$ cat src/rtl/fifo_flops_flex_if.sv
// Handshake/data bundle for fifo_flops_flex: producer/consumer side is master,
// the FIFO itself is slave.
interface fifo_flops_flex_if #(
  parameter int bits  = 32,
  parameter int depth = 16
);
  localparam int cw = $clog2(depth + 1);

  logic [bits-1:0] Din;
  logic            push;
  logic            pop;
  logic            clr;
  logic [bits-1:0] Dout;
  logic            full;
  logic            pndng;
  logic [cw-1:0]   count;
  logic            almost_full;
  logic            almost_empty;
  logic            overflow;
  logic            underflow;

  modport master (
    output Din, push, pop, clr,
    input  Dout, full, pndng, count, almost_full, almost_empty, overflow, underflow
  );

  modport slave (
    input  Din, push, pop, clr,
    output Dout, full, pndng, count, almost_full, almost_empty, overflow, underflow
  );
endinterface

$ cat src/rtl/fifo_flops_flex.sv
// Flop-based synchronous FIFO of arbitrary depth with registered occupancy,
// programmable almost flags, sticky error flags and synchronous flush.
module fifo_flops_flex #(
    parameter int bits   = 32,
    parameter int depth  = 16,
    parameter int af_lvl = depth - 2,
    parameter int ae_lvl = 2
) (
    input logic clk,
    input logic rst,
    fifo_flops_flex_if.slave bus
);
    localparam int cw = $clog2(depth + 1);
    localparam int pw = (depth > 1) ? $clog2(depth) : 1;

    logic [bits-1:0] mem [depth];
    logic [pw-1:0]   wp;
    logic [pw-1:0]   rp;
    logic [cw-1:0]   count;
    logic [cw-1:0]   count_nxt;
    logic            overflow;
    logic            underflow;
    logic            pndng;
    logic            is_full;
    logic            push_acc;
    logic            pop_acc;

    // Pointers wrap explicitly so depth need not be a power of two.
    function automatic logic [pw-1:0] ptr_inc(input logic [pw-1:0] p);
        return (p == pw'(depth - 1)) ? '0 : p + 1'b1;
    endfunction

    assign pndng   = (count != '0);
    assign is_full = (count == cw'(depth));

    // At full a simultaneous pop frees the slot the push lands in.
    assign push_acc = bus.push && (!is_full || bus.pop);
    assign pop_acc  = bus.pop && pndng;

    always_comb begin
        count_nxt = count;
        if (push_acc && !pop_acc)
            count_nxt = count + 1'b1;
        else if (!push_acc && pop_acc)
            count_nxt = count - 1'b1;
    end

    always_ff @(posedge clk or posedge rst) begin
        if (rst) begin
            wp        <= '0;
            rp        <= '0;
            count     <= '0;
            overflow  <= 1'b0;
            underflow <= 1'b0;
        end else if (bus.clr) begin
            wp        <= '0;
            rp        <= '0;
            count     <= '0;
            overflow  <= 1'b0;
            underflow <= 1'b0;
        end else begin
            if (push_acc)
                wp <= ptr_inc(wp);
            if (pop_acc)
                rp <= ptr_inc(rp);
            count <= count_nxt;
            if (bus.push && !push_acc)
                overflow <= 1'b1;
            if (bus.pop && !pop_acc)
                underflow <= 1'b1;
        end
    end

    // Storage has no reset; Dout is masked whenever the FIFO is empty.
    always_ff @(posedge clk) begin
        if (push_acc && !bus.clr && !rst)
            mem[wp] <= bus.Din;
    end

    assign bus.Dout         = pndng ? mem[rp] : '0;
    assign bus.full         = is_full;
    assign bus.pndng        = pndng;
    assign bus.count        = count;
    assign bus.almost_full  = (count >= cw'(af_lvl));
    assign bus.almost_empty = (count <= cw'(ae_lvl));
    assign bus.overflow     = overflow;
    assign bus.underflow    = underflow;
endmodule

$ cat src/flat_wrapper.sv
// flat-port wrapper written by rule: the top's interface ports become plain ports
module fifo_flops_flex_flat 
#(
    parameter int bits   = 32,
    parameter int depth  = 16,
    parameter int af_lvl = depth - 2,
    parameter int ae_lvl = 2
)
  (clk, rst, bus_Din, bus_push, bus_pop, bus_clr, bus_Dout, bus_full, bus_pndng, bus_count, bus_almost_full, bus_almost_empty, bus_overflow, bus_underflow);
  fifo_flops_flex_if #(.bits(bits), .depth(depth)) bus_i ();
  input logic clk;
  input logic rst;
  input wire logic [$bits(bus_i.Din)-1:0] bus_Din;
  input wire logic [$bits(bus_i.push)-1:0] bus_push;
  input wire logic [$bits(bus_i.pop)-1:0] bus_pop;
  input wire logic [$bits(bus_i.clr)-1:0] bus_clr;
  output wire logic [$bits(bus_i.Dout)-1:0] bus_Dout;
  output wire logic [$bits(bus_i.full)-1:0] bus_full;
  output wire logic [$bits(bus_i.pndng)-1:0] bus_pndng;
  output wire logic [$bits(bus_i.count)-1:0] bus_count;
  output wire logic [$bits(bus_i.almost_full)-1:0] bus_almost_full;
  output wire logic [$bits(bus_i.almost_empty)-1:0] bus_almost_empty;
  output wire logic [$bits(bus_i.overflow)-1:0] bus_overflow;
  output wire logic [$bits(bus_i.underflow)-1:0] bus_underflow;
  assign bus_i.Din = bus_Din;
  assign bus_i.push = bus_push;
  assign bus_i.pop = bus_pop;
  assign bus_i.clr = bus_clr;
  assign bus_Dout = bus_i.Dout;
  assign bus_full = bus_i.full;
  assign bus_pndng = bus_i.pndng;
  assign bus_count = bus_i.count;
  assign bus_almost_full = bus_i.almost_full;
  assign bus_almost_empty = bus_i.almost_empty;
  assign bus_overflow = bus_i.overflow;
  assign bus_underflow = bus_i.underflow;
  fifo_flops_flex #(.bits(bits), .depth(depth), .af_lvl(af_lvl), .ae_lvl(ae_lvl)) u_core (.clk(clk), .rst(rst), .bus(bus_i));
endmodule
$ cat config.mk
export PLATFORM = sky130hd
export DESIGN_NAME = fifo_flops_flex_flat
export DESIGN_NICKNAME = d
export VERILOG_FILES = /design/src/rtl/fifo_flops_flex_if.sv /design/src/rtl/fifo_flops_flex.sv /design/src/flat_wrapper.sv
export SDC_FILE = /design/constraint.sdc
export NUM_CORES = 1
export LEC_CHECK = 0
export CORE_ASPECT_RATIO = 1.2
export CORE_MARGIN = 1.5
export CORE_UTILIZATION = 60
export CTS_CLUSTER_DIAMETER = 150
export CTS_CLUSTER_SIZE = 12
export DETAILED_ROUTE_END_ITERATION = 8
export HOLD_SLACK_MARGIN = 0.02
export PLACE_DENSITY_LB_ADDON = 0.08
export SLEW_MARGIN = 20
export SYNTH_ARGS = -nofsm -noshare
export SYNTH_HDL_FRONTEND = slang
export SYNTH_SLANG_ARGS = --single-unit
$ cat constraint.sdc
create_clock -name clk -period 3.2 [get_ports clk]
set_input_delay 0.32 -clock clk [delete_from_list [all_inputs] [get_ports clk]]
set_output_delay 0.32 -clock clk [all_outputs]
set_load 0.01 [all_outputs]
Word level (Yosys, flattened, before mapping)
Memories as Yosys holds them, arrays and structs flattened.
Index checks and enable logic that the tools add are counted.
{"block": "word_totals", "in_bits": 37, "n_memories": 1, "ff_bits": 15, "rom_bits": 0, "word_cells": 51, "latchBits": 0, "ramBits": 512, "output_inout_bits": 43}
{"block": "classes", "bitwise_logic": 0, "n_eq_ne": 3, "add_sub_neg": 4, "mul": 0, "reduce_logical": 20, "magnitude_cmp": 2, "muxes": 16, "shift": 0, "div_mod_pow": 0}
{"name": "u_core.mem", "words": 16, "width": 32, "rd": 1, "rd_ports_with_merged_regs": 0, "wr": 1, "line": "fifo_flops_flex.sv:16", "text": "logic [bits-1:0] mem [depth];"}
{"op": "2-to-1 mux 32 bit", "count": 1}
{"op": "2-to-1 mux 4 bit", "count": 6}
{"op": "2-to-1 mux 5 bit", "count": 3}
{"op": "adder 4 x 1 -> 4 bit (second input constant)", "count": 2}
{"op": "== test 4 bit (second input constant)", "count": 2}
{"op": "logical AND 1 bit", "count": 8}
{"op": "nonzero test 2 bit", "count": 4}
{"op": "2-to-1 mux 1 bit", "count": 6}
{"op": "adder 5 x 1 -> 5 bit (second input constant)", "count": 1}
{"op": "== test 5 bit (second input constant)", "count": 1}
{"op": "greater-or-equal comparator 5 x 4 -> 1 bit (second input constant)", "count": 1}
{"op": "<= comparator 5 x 2 -> 1 bit (second input constant)", "count": 1}
{"op": "logical NOT 1 bit", "count": 5}
{"op": "nonzero test 5 bit", "count": 1}
{"op": "subtractor 5 x 1 -> 5 bit (second input constant)", "count": 1}
{"op": "nonzero test 3 bit", "count": 1}
{"op": "logical OR 1 bit", "count": 1}

Logic depth before layout (Yosys ltp)
{"block": "depth", "depth_word": 9, "mapped_depth": 8, "depth_no_buf": 7}

Worst setup path after synthesis
No wires, ideal clock.
{"block": "synth_timing", "kind": "reg-to-reg", "startpoint": "reg u_core.count[0] (netlist: u_core.bus.count[0])", "endpoint": "mem u_core.mem[12][0], enable pin", "path_buffers": 1, "path_stages_with_launch": 6, "t_arrival_ps": 2208, "required_ps": 2808, "setup_slack_ps": 600, "synth_period_minus_slack_ps": 2600, "setup_time_ps": 392, "path_cell_list": "dfrtp_1 or4_1 buf_2 o211ai_1 nor4b_1 and2_1"}
{"block": "synth_via", "elab_chain_cells": 8}
{"item": "start, declared", "line": "fifo_flops_flex.sv:19", "text": "logic [cw-1:0] count;"}
{"item": "start signal, assigned", "line": "fifo_flops_flex.sv:66", "text": "count <= count_nxt;"}
{"item": "== test 5 bit", "line": "fifo_flops_flex.sv:34", "text": "assign is_full = (count == cw'(depth));"}
{"item": "logical NOT 1 bit", "line": "fifo_flops_flex.sv:37", "text": "assign push_acc = bus.push && (!is_full || bus.pop);"}
{"item": "logical OR 1 bit", "line": "fifo_flops_flex.sv:37"}
{"item": "logical AND 1 bit", "line": "fifo_flops_flex.sv:37"}
{"item": "logical AND 1 bit (2 in series)", "line": "fifo_flops_flex.sv:76", "text": "if (push_acc && !bus.clr && !rst)"}
{"item": "2-to-1 mux 1 bit", "line": "fifo_flops_flex.sv:76"}
{"item": "2-to-1 mux 1 bit (implied by the code)", "line": "fifo_flops_flex.sv:77", "text": "mem[wp] <= bus.Din;"}
{"item": "end, declared", "line": "fifo_flops_flex.sv:16"}
Every way passes these cells.

Worst setup path after layout
{"block": "layout_timing", "startpoint": "reg u_core.count[3] (netlist: u_core.bus.count[3])", "endpoint": "out bus_Dout[8]"}
{"block": "layout_via", "elab_chain_cells": 2}
{"item": "nonzero test 5 bit", "line": "fifo_flops_flex.sv:33", "text": "assign pndng = (count != '0);"}
{"item": "2-to-1 mux 32 bit", "line": "fifo_flops_flex.sv:80", "text": "assign bus.Dout = pndng ? mem[rp] : '0;"}
{"item": "end, declared", "line": "flat_wrapper.sv:17", "text": "output wire logic [$bits(bus_i.Dout)-1:0] bus_Dout;"}
Every way passes these cells.

==> metrics.md <==
| Metric | Value |
|---|---|
| Root buf cell | clkbuf_16 |
| First-pass GRT wire length | 63320 um |
| Vias in the first global route | 10.38k |
| Leading cell type by number of instances after synthesis | edfxtp_1 |
| Initial core utilization | 61.31% |
| I/O pin count | 80 |
| Max VDD drop | 0.0004824 V |
| Design area | 24010 sq um |
| Core area | 33430 sq um |
| Syn Area/Cell | 22.42 sq um |
| CTS clock-pin slew for the worst setup and hold paths | 60 ps |
| GRT Total Usage | 25.19% |
| Die X | 171.7 um |
| Clk sinks | 527 |
| # hold bufs at CTS | 0 |
| Fillers | 2002 |
| GR Overflow Total | 0 |
| Max Cap Viol | 0 |
| Share of the synthesized area in the top cell type | 75.02% |
| Post-DRT Antenna Nets | 0 |
| Total Wirelength | 42600 um |
| GP Congestion | 0.8231 |
| Sequential area share after synthesis | 76.85% |
| TritonCTS clock tree | built |
| Initial antenna violation count | 1 |
| PwrDens | 656.7 nW/um^2 |
| Htree depth | 2 |
| Synth cell types | 42 |
| Synth Flop Type | edfxtp_1 |
| Final Core Density | 71.81% |
| Initial DRC count | 929 |
| Max-slew violations | 0 |
| Worst slew pin tran | 771.2 ps |
| Setup TNS | 0 ps |
| Max_slew headroom | 47.87% |
| Largest area contributor in the netlist | edfxtp_1 |
| DP Cell Count | 1437 |
| Outcome | complete, no violations |
| DRC viols | 0 |
| Overall Power | 15.76 mW |
| Syn Std Cell Area | 20490 sq um |
| R2R setup slack | 440 ps |
| Post-layout min period | 3140 ps |
| Finished Layout Cells | 1523 |
| Final Hold Violating Endpoints | 0 |
| Row cnt | 73 |
| Post-synth EDFFs | 512 |
| Worst Clk Skew | 14.04 ps |
| Synth top cells by count | edfxtp_1 (512), mux4_2 (128), mux2i_1 (67) |
| Leakage power | 7.676 nW |
| Period utilization | 98.11% |
| Post-synth ARST share | 2.846% |
| FF+latch count, synth | 527 |
| Critical path class | flip-flop to primary output |
| Cells taking the most area after synthesis | edfxtp_1 (75%), mux4_2 (14%), mux2i_1 (3.3%) |
| Placed inst area | 22270 sq um |
| Largest net degree at the start of global routing | 33 |
| Vias per std cell | 6.428 |
| Worst setup SP type | flip-flop |
| Fmax | 0.3185 GHz |
| Layout Nets | 1108 |
| HP Class | input port to async pin |
| Layout cell share with drive strength beyond 1 | 25.84% |
| Post-Syn Instances | 914 |
| Chip Height | 205.5 um |
| Routed wire per std cell | 27.97 um |
| Capturing element type of the critical path | primary output |
| CTS Buf Count | 49 |
| Post-Syn Nets | 961 |
| PortBufs | 79 |
| Skew-Pair Late Insertion Delay | 560 ps |
| # setup viols final | 0 |
| Critical Path RT | 2880 ps |
| Worst Path Max Fanout | 11 |
| DIE AREA | 35280 sq um |
| Yosys warns | 0 |
| Final HPWL DP | 22960 um |
| Critical path arrival | 2820 ps |
| First-pass iteration count of the detailed router | 6 |
| CTS max path bufs | 3 |
| Via count | 9790 |
| Layout area overhead | 17.14% |
-- cell families after synthesis --
logic type               share of synthesized area [%]
XOR/XNOR                                        0.2137
AND/OR/NAND/NOR                                  1.502
AO/OA/AOI/OAI                                    1.996
buffers and inverters                            1.288
flip-flops                                       76.85
multiplexers                                     17.50
adder cells (fa/ha/maj)                         0.6471
-- routing by layer --
| metal | vias to the layer above | wire (um) | global-route usage (%) |
|---|---|---|---|
| met5 | - | 0 | 0 |
| met4 | 0 | 1297 | 8.584 |
| met3 | 74 | 2283 | 4.251 |
| met2 | 340 | 22120 | 43.16 |
| met1 | 5232 | 16890 | 33.06 |
| li1 | 4144 | - | - |
-- area by class of cell --
type / instances / area (sq um) / area share, %
sequential: 527 / 15770 / 65.67
timing repair buffer: 146 / 1798 / 7.489
multi-input combinational: 331 / 4533 / 18.88
inverter: 6 / 22.52 / 0.09381
clock buffer: 61 / 1314 / 5.472
antenna: 1 / 2.502 / 0.01042
tap: 450 / 563.0 / 2.345
clock inverter: 1 / 8.758 / 0.03648
-- where the power goes --
part / switching, mW / leakage (nW) / total (mW) / internal [mW]
Combinational: 1.39 / 2.23 / 2.97 / 1.58
Sequential: 0.0893 / 4.80 / 7.74 / 7.65
Clock: 2.23 / 0.645 / 5.06 / 2.84
-- final timing paths --
path,startpoint,endpoint,depth (start not counted)
max in group asynchronous,rst,u_core.rp[0],2
min in group clk,u_core.bus.overflow,u_core.bus.overflow,2
hold / removal,rst,u_core.rp[2],2
hold reg to reg,u_core.bus.overflow,u_core.bus.overflow,2
setup / recovery,u_core.bus.count[3],bus_Dout[8],6
setup reg to reg,u_core.bus.count[3],u_core.bus.count[4],8
-- repair_timing --
action                                  in CTS  in global routing
gates resized for setup                     13                 33
setup buffers                                8                 13
endpoints found under the hold margin        0                  0
cloned                                       1                  1
endpoints found under the setup margin      32                 30
-- sequential cells by signal, indices dropped and copies added (netlist names) --
| name | flops |
|---|---|
| u_core.mem | 512 |
| u_core.bus.count | 5 |
| u_core.rp | 4 |
| u_core.wp | 4 |
| u_core.bus.overflow | 1 |
| u_core.bus.underflow | 1 |
-- stage by stage --
| stage | setup slack (ps) | hold WS [ps] |
|---|---|---|
| global placement | 339.8 | 480.6 |
| detailed placement | 287.4 | 485.7 |
| global route | -3.306 | 283.5 |
| floorplan | 599.7 | 221.5 |
| CTS | 0.3058 | 222.9 |
| finish | 60.48 | 232.3 |
-- placed cells by master, fill, tap and decap left out, types with 4 or more instances in the layout --
cell / n
a21oi_1: 11
and2_2: 16
buf_12: 26
buf_4: 33
clkbuf_1: 10
clkbuf_16: 52
clkdlybuf4s50_1: 50
dfrtp_1: 9
dlymetal6s2s_1: 27
edfxtp_1: 512
ha_1: 9
inv_1: 6
mux2i_1: 65
mux4_2: 128
nand2_1: 5
nor2_1: 14
o211ai_1: 4
o22ai_1: 32
-- worst max-delay path, cell delays in order (launching register included) --
cell	delay, ps
dfrtp_2	450
or4_4	570
buf_4	200
o21ai_4	190
buf_6	200
o22ai_1	120
clkdlybuf4s50_1	520
Power figures use the tool's default switching activity.
